$ cat config.mk
export PLATFORM = sky130hd
export DESIGN_NAME = ball_pixel_gen
export DESIGN_NICKNAME = d
export VERILOG_FILES = /design/src/rtl/ball_pixel_gen.sv
export SDC_FILE = /design/constraint.sdc
export NUM_CORES = 1
export LEC_CHECK = 0
export BUFFER_PORTS_ARGS = -buffer_cell sky130_fd_sc_hd__buf_2
export CAP_MARGIN = 10
export CORE_UTILIZATION = 45
export CTS_CLUSTER_DIAMETER = 120
export DETAILED_ROUTE_END_ITERATION = 8
export PLACE_DENSITY = 0.65
export SYNTH_ARGS = -nofsm -noshare
export SYNTH_HDL_FRONTEND = slang
export SYNTH_SLANG_ARGS = --single-unit
export TNS_END_PERCENT = 10
$ cat constraint.sdc
create_clock -name clk -period 7.1 [get_ports clk]
set_input_delay 1.065 -clock clk [delete_from_list [all_inputs] [get_ports clk]]
set_output_delay 1.065 -clock clk [all_outputs]
set_load 0.005 [all_outputs]
$ cat src/rtl/ball_pixel_gen.sv
// Draws a square ball bouncing inside the visible area on a solid background.
// The ball moves once per frame during vertical blanking, so there is no tearing.
module ball_pixel_gen #(
    parameter int         SCR_W     = 640,
    parameter int         SCR_H     = 480,
    parameter int         BALL_SIZE = 8,
    parameter int         BALL_V    = 2,
    parameter logic [2:0] BG_COLOR  = 3'b001
) (
    input  logic       clk,
    input  logic       reset,
    input  logic       video_on,
    input  logic       utick,
    input  logic [9:0] pixel_x,
    input  logic [9:0] pixel_y,
    input  logic       pause,
    output logic [2:0] rgb,
    output logic       frame_tick,
    output logic       bounce
);

    localparam logic [9:0]  X_MAX  = 10'(SCR_W - BALL_SIZE);
    localparam logic [9:0]  Y_MAX  = 10'(SCR_H - BALL_SIZE);
    localparam logic [9:0]  X_INIT = 10'((SCR_W - BALL_SIZE) / 2);
    localparam logic [9:0]  Y_INIT = 10'((SCR_H - BALL_SIZE) / 2);
    localparam logic [9:0]  VEL    = 10'(BALL_V);
    localparam logic [10:0] VEL_W  = 11'(BALL_V);
    localparam logic [10:0] SIZE_W = 11'(BALL_SIZE);
    localparam logic [9:0]  LAST_Y = 10'(SCR_H);

    logic [9:0] x_reg, y_reg;
    logic       dx, dy;
    logic [2:0] bounce_cnt;

    logic       pre_tick;
    logic       move;
    logic       hit_x, hit_y;
    logic [9:0] x_nxt, y_nxt;
    logic [2:0] ball_color;
    logic       ball_on;

    assign pre_tick = utick && (pixel_x == 10'd0) && (pixel_y == LAST_Y);
    assign move     = frame_tick && !pause;

    // Per-axis motion: clamp to the wall and flip direction on a hit.
    always_comb begin
        hit_x = 1'b0;
        x_nxt = x_reg;
        if (dx) begin
            hit_x = ({1'b0, x_reg} + VEL_W) >= {1'b0, X_MAX};
            x_nxt = hit_x ? X_MAX : x_reg + VEL;
        end else begin
            hit_x = x_reg <= VEL;
            x_nxt = hit_x ? 10'd0 : x_reg - VEL;
        end
    end

    always_comb begin
        hit_y = 1'b0;
        y_nxt = y_reg;
        if (dy) begin
            hit_y = ({1'b0, y_reg} + VEL_W) >= {1'b0, Y_MAX};
            y_nxt = hit_y ? Y_MAX : y_reg + VEL;
        end else begin
            hit_y = y_reg <= VEL;
            y_nxt = hit_y ? 10'd0 : y_reg - VEL;
        end
    end

    always_comb begin
        ball_color = (bounce_cnt == 3'd0) ? 3'b111 : bounce_cnt;
        ball_on = ({1'b0, pixel_x} >= {1'b0, x_reg})
               && ({1'b0, pixel_x} <  ({1'b0, x_reg} + SIZE_W))
               && ({1'b0, pixel_y} >= {1'b0, y_reg})
               && ({1'b0, pixel_y} <  ({1'b0, y_reg} + SIZE_W));
    end

    always_ff @(posedge clk) begin
        if (reset) begin
            x_reg      <= X_INIT;
            y_reg      <= Y_INIT;
            dx         <= 1'b1;
            dy         <= 1'b1;
            bounce_cnt <= 3'd0;
            frame_tick <= 1'b0;
            bounce     <= 1'b0;
        end else begin
            frame_tick <= pre_tick;
            bounce     <= move && (hit_x || hit_y);
            if (move) begin
                x_reg <= x_nxt;
                y_reg <= y_nxt;
                if (hit_x) dx <= ~dx;
                if (hit_y) dy <= ~dy;
                // A corner hit counts as a single bounce.
                if (hit_x || hit_y) bounce_cnt <= bounce_cnt + 3'd1;
            end
        end
    end

    always_ff @(posedge clk) begin
        if (reset) begin
            rgb <= 3'b000;
        end else if (utick) begin
            if (!video_on)
                rgb <= 3'b000;
            else if (ball_on)
                rgb <= ball_color;
            else
                rgb <= BG_COLOR;
        end
    end

endmodule
==> key figures <==
Die
  – Die Area: 7380 µm²
  – Starting Density: 0.466
  – Die Height: 85.9 µm
  – Row count: 30
  – # IOs: 30
  – Core area: 6790 µm²
  – DIE WIDTH: 85.9 µm

Pwr
  – Cell leakage power: 1.35 nW
  – Part of the power in combinational logic: 0.107
  – Worst vdd ir: 0.0000659 V
  – P_sw: 0.0766 mW
  – P_int: 0.249 mW
  – Switching fraction of total power: 0.235
  – Sequential share of power: 0.484
  – Clock power share: 0.409
  – Power per cell area: 96.2 nW/µm²

Worst setup path
  – Startpoint types: register
  – Crit path kind: reg2reg
  – Family with the most delay on the worst path: compound AO/OA/AOI/OAI gates
  – Worst EP arrival: 3.47 ns
  – Most used cell, CP: a21o_1
  – R2r worst-path depth: 10
  – Crit-path max cell delay: approximately 0.72 ns
  – CP required: 7.28 ns
  – Highest-delay cell along the critical path: dfxtp_1
  – Worst setup EP type: register
  – Worst path cell trace: and4_1 -> nand2_1 -> xnor2_1 -> ha_1 -> a21o_1 -> a21o_1 -> a2111oi_0 -> a21oi_1 -> a311o_1 -> o31a_1
  – Crit path max fanout: 20
  – Reg-to-reg slack, setup: 3.82 ns
  – CP bufs+invs: 0
  – Crit path depth: 10

Yosys
  – Mapped Nets: 474
  – Post-synth top cells: ha_1 (44), inv_1 (29), a21oi_1 (28), dfxtp_1 (28), o21ai_0 (27)
  – Ys flop type: dfxtp_1
  – Yosys cell types: between 70 and 80
  – Synth Register Bits: 28
  – Syn Inst Count: approximately 410
  – Synth top area share: 0.177
  – Post-synth EDFFs: 0
  – Synth area leader: dfxtp_1
  – Mapped cell area: 3170 µm²
  – Avg Synthesized Cell Area: 7.82 µm²
  – Asr flop ratio synth: 0
  – Synth area leaders: dfxtp_1 (18%), ha_1 (17%), xnor2_1 (5.3%)
  – Top-count cell post-synth: ha_1
  – Sequential share of the synthesized area: 0.177
  – YS warnings: 0

CTS
  – Clk slew on worst S/H paths: 0.10 ns
  – Post-CTS sizing: 0
  – Setup repair bufs after CTS: 0
  – CTS buffer count: 3
  – Clock root buffer: clkbuf_8
  – Insertion delay to the later sink of the worst-skew pair: about 0.29 ns
  – TritonCTS clock tree: built
  – Bufs on Longest Clock Path: 2
  – H-tree depth: 1
  – CTS Hold Bufs: 0
  – Clk sinks: 28

GRT
  – Vias in the first global route: 2857
  – Grt total ovfl: 0
  – Largest net degree at the start of global routing: 26
  – GRT Overall Usage: 0.230
  – Antenna violations before repair: 0
  – First-pass GRT wire length: 13.7 mm

Timing
  – Final Hold Fails: 0
  – Final Skew: ~0.0064 ns
  – RSZ-0062 raised after global routing: false
  – Final setup fails: 0
  – TNS Setup: 0 ns
  – Actual slew at the worst max-slew pin: 0.877 ns
  – Minimum clock period after layout: 3.28 ns
  – Max Fclk: 305 MHz
  – Ratio of final minimum period to clock period: 0.462
  – Final Max Tran Viols: 0
  – Max_slew headroom: 0.416

Routing
  – ANT nets after route: 0
  – DR vias/cell: 6.00
  – DRT iter0 DRCs: a little under 300
  – Routed WL: 8.05 mm
  – DRC errors left: 0
  – DR pass1 iterations: 5
  – DR vias: approximately 3100
  – Routed WL per cell: 15.8 µm

Cells and area
  – Utilization after layout: 0.498
  – Antenna Cells: 0
  – Final nets: 484
  – Synth-to-layout area growth: 6.75%
  – Fill count: 662
  – Layout cells sized above 1: 0.126

Flow run
  – Max Cap Viol: 0

Hold path
  – HP Class: reg2reg
  – Hold-critical path depth: 2

Outcome
  – Status: completed

Place
  – HPWL reported at the end of detailed placement: a little over 6 mm
  – Port bufs: 29
  – Global placement routability congestion: approximately 0.91
==> through the flow <==
stage	std cells	area (µm²)	total power, mW	worst slack (ns)	hold WS, ns
after floorplan	405	3170	0.179	4.25	0.465
after global placement	506	3310	0.195	3.94	0.474
after detailed placement	506	3310	0.196	3.83	0.478
after CTS	510	3380	0.328	3.81	0.495
after global routing	510	3380	0.341	3.60	0.522
final	510	3380	0.326	3.82	0.498
==> tightest hold or removal path, stage by stage (launching register included) <==
cell,delay [ns]
dfxtp_1,0.33
inv_1,0.05
o32ai_1,0.07
==> cell families (layout without fill, tap and decap cells) <==
group                    count (synthesis)  count (layout)  share of synthesized area
flip-flops                              28              28                      0.177
AO/OA/AOI/OAI                          131             131                      0.291
buffers and inverters                   56              65                     0.0778
AND/OR/NAND/NOR                        123             123                      0.214
adder cells (fa/ha/maj)                 44              44                      0.174
multiplexers                             4               4                     0.0138
XOR/XNOR                                19              19                     0.0525
==> placed cells by master (no fill, tap or decap), types with 13 or more instances in the layout <==
| cell | count |
|---|---|
| ha_1 | 44 |
| inv_1 | 29 |
| buf_2 | 29 |
| a21oi_1 | 28 |
| dfxtp_1 | 28 |
| o21ai_0 | 27 |
| nand2_1 | 24 |
| nor2_1 | 22 |
| xnor2_1 | 19 |
| nor3_1 | 15 |
| a31oi_1 | 15 |
| nand3_1 | 13 |
==> metal layers <==
layer | up-vias | wire, µm | track usage
li1 | 1534 | - | -
met1 | 1423 | 4130 | 0.340
met2 | 93 | 3450 | 0.354
met3 | 11 | 366 | 0.0212
met4 | 0 | 106 | 0.0591
met5 | - | 0 | 0
==> final timing paths <==
kind,from,end
worst max register to register,x_reg[5]$_SDFFE_PP1P_,rgb[0]$_SDFFE_PP0P_
worst max-delay path,x_reg[5]$_SDFFE_PP1P_,rgb[0]$_SDFFE_PP0P_
worst min-delay path,rgb[1]$_SDFFE_PP0P_,rgb[1]$_SDFFE_PP0P_
worst min register to register,rgb[1]$_SDFFE_PP0P_,rgb[1]$_SDFFE_PP0P_
==> layout make-up <==
| type | count | area [µm²] | share of cell area |
|---|---|---|---|
| Inverter | 31 | 116 | 0.0344 |
| Sequential cell | 28 | 561 | 0.166 |
| Multi-Input combinational cell | 321 | 2360 | 0.698 |
| Tap cell | 96 | 120 | 0.0355 |
| Clock inverter | 1 | 30.0 | 0.00888 |
| Clock buffer | 3 | 41.3 | 0.0122 |
| Timing Repair Buffer | 30 | 153 | 0.0451 |
==> power groups by stage <==
stage               Sequential, mW  Clock, mW  Combinational (mW)
global route                 0.158      0.143              0.0399
detailed placement           0.161          0              0.0348
global placement             0.161          0              0.0339
CTS                          0.158      0.136              0.0349
floorplan                    0.161          0              0.0182
finish                       0.158      0.133              0.0347
Power figures use the tool's default switching activity.
